<file path="config.mk">
export PLATFORM = sky130hd
export DESIGN_NAME = pd_debug_stats_ctrl_flat
export DESIGN_NICKNAME = d
export VERILOG_FILES = /design/src/rtl/pd_debug_stats_pkg.sv /design/src/rtl/pd_debug_stats_ctrl_if.sv /design/src/rtl/pd_debug_sat_acc.sv /design/src/rtl/pd_debug_stats_ctrl.sv /design/src/flat_wrapper.sv
export SDC_FILE = /design/constraint.sdc
export NUM_CORES = 1
export LEC_CHECK = 0
export BUFFER_PORTS_ARGS = -buffer_cell sky130_fd_sc_hd__buf_4
export CAP_MARGIN = 25
export CORE_ASPECT_RATIO = 1.5
export CORE_UTILIZATION = 35
export CTS_BUF_LIST = sky130_fd_sc_hd__clkbuf_8
export CTS_CLUSTER_SIZE = 20
export DETAILED_ROUTE_END_ITERATION = 16
export GPL_ROUTABILITY_DRIVEN = 0
export PLACE_DENSITY_LB_ADDON = 0.25
export SLEW_MARGIN = 40
export SYNTH_ARGS = -nofsm -noshare
export SYNTH_HDL_FRONTEND = slang
export SYNTH_SLANG_ARGS = --single-unit
</file>
<file path="constraint.sdc">
create_clock -name clk -period 3.7 [get_ports clk]
set_input_delay 0.185 -clock clk [delete_from_list [all_inputs] [get_ports clk]]
set_output_delay 0.185 -clock clk [all_outputs]
set_load 0.05 [all_outputs]
</file>
<file path="src/rtl/pd_debug_stats_pkg.sv">
// pd_debug_stats_pkg: shared state/stop-reason encodings and read-select codes
package pd_debug_stats_pkg;
  typedef enum logic [2:0] {
    ST_IDLE  = 3'd0,
    ST_RUN   = 3'd1,
    ST_DRAIN = 3'd2,
    ST_DONE  = 3'd3
  } state_e;
  typedef enum logic [1:0] {
    SR_NONE    = 2'd0,
    SR_WINDOW  = 2'd1,
    SR_CAPTURE = 2'd2,
    SR_ABORT   = 2'd3
  } stop_e;
  localparam logic [2:0] SEL_TOTAL  = 3'd0;
  localparam logic [2:0] SEL_F1     = 3'd1;
  localparam logic [2:0] SEL_F2     = 3'd2;
  localparam logic [2:0] SEL_CAP    = 3'd3;
  localparam logic [2:0] SEL_F1B_LO = 3'd4;
  localparam logic [2:0] SEL_F1B_HI = 3'd5;
  localparam logic [2:0] SEL_F2B_LO = 3'd6;
  localparam logic [2:0] SEL_F2B_HI = 3'd7;
endpackage

</file>
<file path="src/rtl/pd_debug_stats_ctrl_if.sv">
// pd_debug_stats_ctrl_if: CIF counter read handshake
interface pd_debug_stats_ctrl_if;
  logic        rd_req;
  logic [2:0]  rd_sel;
  logic        rd_valid;
  logic [31:0] rd_data;
  modport master (output rd_req, rd_sel, input rd_valid, rd_data);
  modport slave  (input rd_req, rd_sel, output rd_valid, rd_data);
endinterface

</file>
<file path="src/rtl/pd_debug_sat_acc.sv">
// pd_debug_sat_acc: clearable saturating accumulator
module pd_debug_sat_acc #(
  parameter int WIDTH     = 32,
  parameter int INC_WIDTH = 1
) (
  input  logic                 clk,
  input  logic                 rstn,
  input  logic                 clr,
  input  logic                 en,
  input  logic [INC_WIDTH-1:0] inc,
  output logic [WIDTH-1:0]     q
);
  logic [WIDTH:0] sum;
  assign sum = {1'b0, q} + {{(WIDTH + 1 - INC_WIDTH){1'b0}}, inc};
  // clear wins over accumulate; a carry out pins the count at all-ones
  always_ff @(posedge clk or negedge rstn)
    if (!rstn) q <= '0;
    else if (clr) q <= '0;
    else if (en) q <= sum[WIDTH] ? '1 : sum[WIDTH-1:0];
endmodule

</file>
<file path="src/rtl/pd_debug_stats_ctrl.sv">
// pd_debug_stats_ctrl: statistics window sequencer and counter bank for the PD debug pipeline
module pd_debug_stats_ctrl
  import pd_debug_stats_pkg::*;
#(
  parameter int CNT_WIDTH         = 32,
  parameter int BYTE_CNT_WIDTH    = 48,
  parameter int PACKET_SIZE_WIDTH = 12,
  parameter int WINDOW_WIDTH      = 32,
  parameter int DRAIN_CYCLES      = 4
) (
  input  logic                         clk,
  input  logic                         rstn,
  input  logic                         cfg_start,
  input  logic                         cfg_abort,
  input  logic [WINDOW_WIDTH-1:0]      cfg_window_pds,
  input  logic                         cfg_stop_on_capture,
  input  logic                         e_total_inc,
  input  logic                         e_field1_inc,
  input  logic                         e_field2_inc,
  input  logic                         e_capture_inc,
  input  logic                         e_field1_byte_inc,
  input  logic                         e_field2_byte_inc,
  input  logic [PACKET_SIZE_WIDTH-1:0] eq_byte_amount,
  input  logic                         e_capture_match_field1,
  output logic                         dbg_en,
  output logic [2:0]                   state_o,
  output logic [1:0]                   stop_reason,
  output logic                         e_done,
  pd_debug_stats_ctrl_if.slave         rd
);
  localparam int DW = $clog2(DRAIN_CYCLES) + 1;
  state_e                    st;
  stop_e                     sr;
  logic [DW-1:0]             dcnt;
  logic [WINDOW_WIDTH-1:0]   wcnt, wnext;
  logic                      act, go, win_hit, cap_hit;
  logic [CNT_WIDTH-1:0]      tot, f1, f2, cap;
  logic [BYTE_CNT_WIDTH-1:0] f1b, f2b;
  logic [31:0]               rd_mux;
  assign act     = st == ST_RUN || st == ST_DRAIN;
  assign go      = cfg_start && !cfg_abort && (st == ST_IDLE || st == ST_DONE);
  assign wnext   = e_total_inc && !(&wcnt) ? wcnt + WINDOW_WIDTH'(1) : wcnt;
  assign win_hit = cfg_window_pds != '0 && wnext >= cfg_window_pds;
  assign cap_hit = cfg_stop_on_capture && e_capture_match_field1;
  assign state_o = st;
  assign stop_reason = sr;
  pd_debug_sat_acc #(.WIDTH(CNT_WIDTH), .INC_WIDTH(1)) u_tot (
    .clk, .rstn, .clr(go), .en(act && e_total_inc), .inc(1'b1), .q(tot));
  pd_debug_sat_acc #(.WIDTH(CNT_WIDTH), .INC_WIDTH(1)) u_f1 (
    .clk, .rstn, .clr(go), .en(act && e_field1_inc), .inc(1'b1), .q(f1));
  pd_debug_sat_acc #(.WIDTH(CNT_WIDTH), .INC_WIDTH(1)) u_f2 (
    .clk, .rstn, .clr(go), .en(act && e_field2_inc), .inc(1'b1), .q(f2));
  pd_debug_sat_acc #(.WIDTH(CNT_WIDTH), .INC_WIDTH(1)) u_cap (
    .clk, .rstn, .clr(go), .en(act && e_capture_inc), .inc(1'b1), .q(cap));
  pd_debug_sat_acc #(.WIDTH(BYTE_CNT_WIDTH), .INC_WIDTH(PACKET_SIZE_WIDTH)) u_f1b (
    .clk, .rstn, .clr(go), .en(act && e_field1_byte_inc), .inc(eq_byte_amount), .q(f1b));
  pd_debug_sat_acc #(.WIDTH(BYTE_CNT_WIDTH), .INC_WIDTH(PACKET_SIZE_WIDTH)) u_f2b (
    .clk, .rstn, .clr(go), .en(act && e_field2_byte_inc), .inc(eq_byte_amount), .q(f2b));
  // window sequencer: abort beats start, window stop beats capture stop
  always_ff @(posedge clk or negedge rstn)
    if (!rstn) begin
      st     <= ST_IDLE;
      sr     <= SR_NONE;
      dbg_en <= 1'b0;
      e_done <= 1'b0;
      dcnt   <= '0;
      wcnt   <= '0;
    end else begin
      e_done <= 1'b0;
      if (cfg_abort) begin
        st     <= ST_IDLE;
        sr     <= SR_ABORT;
        dbg_en <= 1'b0;
        dcnt   <= '0;
      end else if (go) begin
        st     <= ST_RUN;
        sr     <= SR_NONE;
        dbg_en <= 1'b1;
        wcnt   <= '0;
      end else if (st == ST_RUN) begin
        wcnt <= wnext;
        if (win_hit || cap_hit) begin
          st     <= ST_DRAIN;
          sr     <= win_hit ? SR_WINDOW : SR_CAPTURE;
          dbg_en <= 1'b0;
          dcnt   <= '0;
        end
      end else if (st == ST_DRAIN) begin
        dcnt <= dcnt + DW'(1);
        if (dcnt == DW'(DRAIN_CYCLES - 1)) begin
          st     <= ST_DONE;
          e_done <= 1'b1;
        end
      end
    end
  // counter select for the read port
  always_comb
    case (rd.rd_sel)
      SEL_TOTAL:  rd_mux = 32'(tot);
      SEL_F1:     rd_mux = 32'(f1);
      SEL_F2:     rd_mux = 32'(f2);
      SEL_CAP:    rd_mux = 32'(cap);
      SEL_F1B_LO: rd_mux = f1b[31:0];
      SEL_F1B_HI: rd_mux = 32'(f1b[BYTE_CNT_WIDTH-1:32]);
      SEL_F2B_LO: rd_mux = f2b[31:0];
      default:    rd_mux = 32'(f2b[BYTE_CNT_WIDTH-1:32]);
    endcase
  // one response per request, data held between responses
  always_ff @(posedge clk or negedge rstn)
    if (!rstn) begin
      rd.rd_valid <= 1'b0;
      rd.rd_data  <= '0;
    end else begin
      rd.rd_valid <= rd.rd_req;
      if (rd.rd_req) rd.rd_data <= rd_mux;
    end
endmodule

</file>
<file path="src/flat_wrapper.sv">
// flat-port wrapper written by rule: the top's interface ports become plain ports
module pd_debug_stats_ctrl_flat import pd_debug_stats_pkg::*;
#(
  parameter int CNT_WIDTH         = 32,
  parameter int BYTE_CNT_WIDTH    = 48,
  parameter int PACKET_SIZE_WIDTH = 12,
  parameter int WINDOW_WIDTH      = 32,
  parameter int DRAIN_CYCLES      = 4
)
  (clk, rstn, cfg_start, cfg_abort, cfg_window_pds, cfg_stop_on_capture, e_total_inc, e_field1_inc, e_field2_inc, e_capture_inc, e_field1_byte_inc, e_field2_byte_inc, eq_byte_amount, e_capture_match_field1, dbg_en, state_o, stop_reason, e_done, rd_rd_req, rd_rd_sel, rd_rd_valid, rd_rd_data);
  pd_debug_stats_ctrl_if rd_i ();
  input  logic clk;
  input  logic rstn;
  input  logic cfg_start;
  input  logic cfg_abort;
  input  logic [WINDOW_WIDTH-1:0] cfg_window_pds;
  input  logic cfg_stop_on_capture;
  input  logic e_total_inc;
  input  logic e_field1_inc;
  input  logic e_field2_inc;
  input  logic e_capture_inc;
  input  logic e_field1_byte_inc;
  input  logic e_field2_byte_inc;
  input  logic [PACKET_SIZE_WIDTH-1:0] eq_byte_amount;
  input  logic e_capture_match_field1;
  output logic dbg_en;
  output logic [2:0] state_o;
  output logic [1:0] stop_reason;
  output logic e_done;
  input wire logic [$bits(rd_i.rd_req)-1:0] rd_rd_req;
  input wire logic [$bits(rd_i.rd_sel)-1:0] rd_rd_sel;
  output wire logic [$bits(rd_i.rd_valid)-1:0] rd_rd_valid;
  output wire logic [$bits(rd_i.rd_data)-1:0] rd_rd_data;
  assign rd_i.rd_req = rd_rd_req;
  assign rd_i.rd_sel = rd_rd_sel;
  assign rd_rd_valid = rd_i.rd_valid;
  assign rd_rd_data = rd_i.rd_data;
  pd_debug_stats_ctrl #(.CNT_WIDTH(CNT_WIDTH), .BYTE_CNT_WIDTH(BYTE_CNT_WIDTH), .PACKET_SIZE_WIDTH(PACKET_SIZE_WIDTH), .WINDOW_WIDTH(WINDOW_WIDTH), .DRAIN_CYCLES(DRAIN_CYCLES)) u_core (.clk(clk), .rstn(rstn), .cfg_start(cfg_start), .cfg_abort(cfg_abort), .cfg_window_pds(cfg_window_pds), .cfg_stop_on_capture(cfg_stop_on_capture), .e_total_inc(e_total_inc), .e_field1_inc(e_field1_inc), .e_field2_inc(e_field2_inc), .e_capture_inc(e_capture_inc), .e_field1_byte_inc(e_field1_byte_inc), .e_field2_byte_inc(e_field2_byte_inc), .eq_byte_amount(eq_byte_amount), .e_capture_match_field1(e_capture_match_field1), .dbg_en(dbg_en), .state_o(state_o), .stop_reason(stop_reason), .e_done(e_done), .rd(rd_i));
endmodule
</file>
======== Word level (Yosys, flattened, before mapping) ========
Index checks and enable logic that the tools add are counted.
storage, ports and cells
  bits of input ports ..................... 60
  word-level logic and storage cells ...... 120
  output and inout bits ................... 40
  register bits after elaboration ......... 299
cells by class
  reductions and logical operators ........ 36
  magnitude comparators ................... 1
  eq/ne operators ......................... 13
  add/subtract/negate cells ............... 8
  multiplexer cells ....................... 47
  bitwise gates (word level) .............. 1
operators with widths
  operator                                              number
  two-way mux 32 bit                                    15
  two-way mux 48 bit                                    6
  one-hot mux 32 bit (7 select lines)                   1
  adder 32 x 1 -> 33 bit (second input constant)        4
  adder 48 x 12 -> 49 bit                               2
  two-way mux 3 bit                                     11
  adder 32 x 1 -> 32 bit (second input constant)        1
  >= comparator 32 bit                                  1
  AND reduction 32 bit                                  1
  nonzero test 32 bit                                   1
  equality test 3 x 2 -> 1 bit (second input constant)  5
  nonzero test 2 bit                                    7
  logical AND 1 bit                                     11
  two-way mux 2 bit                                     5
  equality test 3 bit (second input constant)           3
  two-way mux 1 bit                                     9
  nonzero test 3 bit                                    3
  nonzero test 4 bit                                    2
  equality test 3 x 1 -> 1 bit (second input constant)  2
  zero test 3 bit                                       2
  AND reduction 3 bit                                   2
  != test 4 x 3 -> 1 bit (second input constant)        1
  AND reduction 2 bit                                   2
  adder 3 x 1 -> 3 bit (second input constant)          1
  other kinds (5)                                       8

======== Depth between registers and ports, before layout ========
  depth after elaboration ................. 11
  mapped depth ............................ 18
  depth with buffers taken out ............ 16

======== Cells and area by module ========
A second synthesis with hierarchy kept.
second synthesis, totals
  cell total of the unflattened synthesis .. 2,342
  area, all modules ....................... 21,429.3 sq um
by module, submodules not included
  module                               sequential area each (sq um)  times used  cells an instance  area an instance (sq um)
  pd_debug_sat_acc (u_core.u_cap ...)  800.8                         4           207                1,949.4
  pd_debug_stats_ctrl                  1,851.8                       1           759                6,637.6
  pd_debug_sat_acc (u_core.u_f2b)      1,201.2                       1           391                3,748.6
  pd_debug_sat_acc (u_core.u_f1b)      1,201.2                       1           364                3,245.6

======== Least setup slack after synthesis ========
No wires, ideal clock.
  kind .................................... reg2reg
  from .................................... register u_core.wcnt[24]
  to ...................................... register u_core.st[0], in the netlist u_core.state_o[0]
  arrival time ............................ 3.892 ns
  path buffers ............................ 4
  required time ........................... 3.578 ns
  period minus slack after synthesis ...... 4.015 ns
  cell stages (with the launch flop) ...... 18
  path slack .............................. -0.315 ns
  setup time .............................. 0.122 ns
  cell sequence ........................... dfrtp_1 > buf_2 > and4_1 > clkbuf_1 > nand4_1 > nor4_1 > nor2b_1 > clkbuf_1 > clkbuf_1 > xnor2_1 > ha_1 > nand2b_1 > a2111oi_0 > o21ai_0 > a311o_1 > a22oi_1 > a32oi_1 > o22a_1
on the way
  cells in the longest elaborated chain, start to end .. 9
  elaborated cells on any way between the ends .. 10
  those cells by class .................... add/sub: 1; order compare: 1; eq/ne: 1; mux: 1; reduce/logical: 6
ends and longest elaborated chain
  item                                                            line                       source
  start: declaration                                              pd_debug_stats_ctrl.sv:35  logic [WINDOW_WIDTH-1:0] wcnt, wnext;
  start signal: assignment                                        pd_debug_stats_ctrl.sv:81  wcnt <= wnext;
  branches (longest 3 deep; another with adder 32 x 1 -> 32 bit)  --
  two-way mux 32 bit (*)                                          pd_debug_stats_ctrl.sv:42  assign wnext = e_total_inc && !(&wcnt) ? wcnt + WINDOW_WIDTH'(1) : wcnt;
  >= comparator 32 bit (*)                                        pd_debug_stats_ctrl.sv:43  assign win_hit = cfg_window_pds != '0 && wnext >= cfg_window_pds;
  logical AND 1 bit (*)                                           pd_debug_stats_ctrl.sv:43
  logical OR 1 bit (*)                                            pd_debug_stats_ctrl.sv:82  if (win_hit || cap_hit) begin
  != test 4 x 3 -> 1 bit (no line) (*)                            --
  AND reduction 3 bit (no line) (*)                               --
  end signal: assignment                                          pd_debug_stats_ctrl.sv:76  st <= ST_RUN;
  end signal: assignment                                          pd_debug_stats_ctrl.sv:83  st <= ST_DRAIN;
  end signal: assignment                                          pd_debug_stats_ctrl.sv:91  st <= ST_DONE;
  end: declaration                                                pd_debug_stats_ctrl.sv:32  state_e st;
Every way passes the cells marked *.
A chain may end at the register's enable or synchronous reset.

======== Worst setup path after layout ========
  from .................................... register u_core.wcnt[22]
  to ...................................... register u_core.st[1], in the netlist u_core.state_o[1]
The elaborated chain is that of the path after synthesis.

==> impl_metrics.tcl <==
set metrics [dict create \
    outcome "finished, final reports clean" \
    slew_viol_final 0 \
    vdd_drop_max_mv 0.244 \
    die-area_um2 56100 \
    root_buffer "clkbuf_8" \
    finalNetCount 2507 \
    crit_arrival_ps 4090 \
    coreArea_um2 54500 \
    critPathLaunch "u_core.wcnt[22]$_DFFE_PN0P_" \
    final_common_cell "dfrtp_1" \
    cts_inserted_buffers 51 \
    die_w_um 194 \
    slowest_stage "dfrtp_1" \
    crit_chain "and3_2 -> nand4_1 -> buf_4 -> nor4_4 -> buf_4 -> nor2_4 -> buf_4 -> nand3_1 -> xnor2_1 -> ha_1 -> nand4_1 -> nor2_1 -> a221o_1 -> a311o_1 -> a22oi_2 -> buf_6 -> a32oi_1 -> o22a_1" \
    p_leak_nw 9.82 \
    hold_class "input pin to async pin" \
    grt_pass1_vias 18500 \
    start_util 0.354 \
    firstDrtPassIters 8 \
    synthesis.area_um2 19300 \
    cp-end-kind "flip-flop" \
    setup.worst_path.start_class "flip-flop" \
    grt_overflow 0 \
    p_int_mw 6.51 \
    synth-async-reset-ratio 1.00 \
    antenna_found_initial 1 \
    drc_errors 0 \
    slew_headroom 0.350 \
    dp_hpwl_um 50900 \
    clk_pin_slew_worst_paths_ps 60 \
    synth_edf_count 0 \
    r2r_start "u_core.wcnt[22]$_DFFE_PN0P_" \
    crit_type "flip-flop to flip-flop" \
    crit_top_cell "buf_4" \
    yosysUniqueCellTypes 80 \
    hold_violations 0 \
    total_power_mw 10.7 \
    num_vias 19100 \
    placed_area_um2 21200 \
    synth_seq_area_share 0.387 \
    vias_per_cell 6.13 \
    clk_latency_ps 680 \
    cap_violations 0 \
    setup_violations 0 \
    clock_sinks 298 \
    dieHeight_um 290 \
    ys_ff_latch 298 \
    worst_pin_slew_ps 971 \
    power_density_nw_per_um2 473 \
    swShare 0.391 \
    drive_above_1_share 0.156 \
    drtIter0Drc 1564 \
    fmax_ghz 0.281 \
    cts_tree "done" \
    synth_cells 2249 \
    cts_max_level 2 \
    fin_skew_ps 39.7 \
    reg2reg_setup_slack_ps 150 \
    p_switching_mw 4.18 \
    post-route-cell-area_um2 22600 \
    port_buffers 98 \
    ys.flop_type "dfrtp_1" \
    yosys_warnings 0 \
    combPwrFrac 0.324 \
    grt_max_degree 96 \
    grt_pass1_wl_um 107000 \
    grt.total_usage 0.246 \
    cp_data_required_time_ps 4240 \
    finalCritPeriodShare 0.960 \
    clockPowerShare 0.312 \
    drt-total-wl_um 70000 \
    final_cell_mix "298 x dfrtp_1, 210 x a21oi_1, 194 x buf_4" \
    area_delta_synth_final_pct 17.1 \
    utilization 0.414 \
    clockBufferDepth 3 \
    io_pins 100 \
    period_needed_ps 3550 \
    syn_nets 2377 \
    wl_per_cell_um 22.5 \
    power.sequential.fraction 0.364 \
    cpPeakStageDelay_ps 350 \
    crit_path_max_fanout 7 \
    antenna_left 0 \
    rows 105 \
    syn_avg_cell_area_um2 8.58 \
]
-- power groups by stage --
stage	Sequential [mW]	Combinational (mW)	Clock [mW]
floorplan	4.00	2.03	0
global placement	3.93	3.33	0
detailed placement	3.93	3.39	0
CTS	3.88	3.41	3.41
global route	3.91	3.79	3.54
finish	3.89	3.46	3.33
-- cell type report --
class                   count  area (um2)
fillers                  5406       31900
clock buffers              67         922
repair buffers            210        1700
multi-input cells        1730       11100
inverters                  88         330
well taps                 695         870
diodes                      2        5.00
clock inverters            24         193
flip-flops and latches    298        7460
-- worst max-delay path: cells and delay by family (launching register included) --
kind | cells | cell delay (ps)
compound gates | 5 | 1080
xor+xnor | 1 | 130
fa+ha+maj | 1 | 270
buf+inv | 4 | 660
flops | 1 | 350
simple gates | 7 | 950
-- metrics by stage --
step	instances	hold slack, ps	TNS [ps]	setup WS [ps]
finish	3114	18.4	0	146
global route	3113	22.6	-15.4	-10.5
CTS	3105	38.7	0	24.5
detailed placement	3006	252	-683	-128
global placement	3006	262	0	16.4
floorplan	2249	-111	0	45.4
-- sequential cells by signal, summed over array words and instances (netlist names) --
signal / cells
u_core.u_tot.q: 32
u_core.u_cap.q: 32
u_core.u_f2.q: 32
u_core.u_f2b.q: 48
u_core.u_f1b.q: 48
u_core.rd.rd_data: 32
u_core.rd.rd_valid: 1
u_core.state_o: 2
u_core.wcnt: 32
u_core.dcnt: 3
u_core.dbg_en: 1
u_core.e_done: 1
u_core.u_f1.q: 32
u_core.stop_reason: 2
-- synth_stat cells (all sizes together), types with 12 or more instances --
cell type    n  share of area
dfrtp      298           0.39
a21oi      211          0.055
nand2      181          0.035
nor2       177          0.034
o21ai      166          0.043
clkbuf     110          0.021
nand3      104          0.027
inv         87          0.017
nor3        87          0.023
a31oi       79          0.026
and3        77          0.025
ha          66          0.043
a211oi      46          0.018
nand4       46          0.017
and4        39          0.018
a311oi      36          0.017
mux2        32          0.019
xnor2       30          0.014
mux2i       28          0.015
and2        26         0.0084
o211ai      25         0.0097
buf         23         0.0062
xor2        19         0.0086
nor4        18         0.0066
nand2b      16         0.0052
nor2b       16         0.0052
o22ai       16         0.0052
a22oi       15         0.0058
a21o        14         0.0054
or3         14         0.0048
o31ai       13         0.0051
mux4        12          0.014
-- routing by layer --
metal  track usage  wire, um  vias to the layer above
met5             0         0                        -
met4         0.178      5340                        0
met3        0.0363      4100                      206
met2         0.416     33700                      785
met1         0.287     26800                     9341
li1              -         -                     8751
-- cell families (layout without fill, tap and decap cells) --
kind of cell | count (synthesis) | after routing | synth area share
adder cells (fa/ha/maj) | 68 | 68 | 0.0449
AND/OR/NAND/NOR | 825 | 825 | 0.219
XOR/XNOR | 49 | 49 | 0.0222
flip-flops | 298 | 298 | 0.387
multiplexers | 72 | 72 | 0.0472
AO/OA/AOI/OAI | 715 | 715 | 0.235
other | 1 | 3 | 0.000194
buffers and inverters | 221 | 389 | 0.0447
-- path summary, 6_finish.rpt --
path,to,cells past startpoint
max in group asynchronous,u_core.u_f2b.q[6]$_DFFE_PN0P_,4
min in group clk,u_core.u_cap.q[1]$_DFFE_PN0P_,5
hold / removal,u_core.wcnt[14]$_DFFE_PN0P_,2
setup / recovery,u_core.state_o[1]$_DFFE_PN0P_,18
hold reg to reg,u_core.rd.rd_data[19]$_DFFE_PN0P_,2
setup reg to reg,u_core.state_o[1]$_DFFE_PN0P_,18
-- repair_timing --
action                                 CTS  global route
setup endpoints to repair                8             8
pin swaps                                1            14
hold buffers                             7             0
endpoints found under the hold margin  102             0
buffers inserted                         1             6
gates cloned                             0             0
resized for setup                        1            19
(Power assumes the default switching activity.)
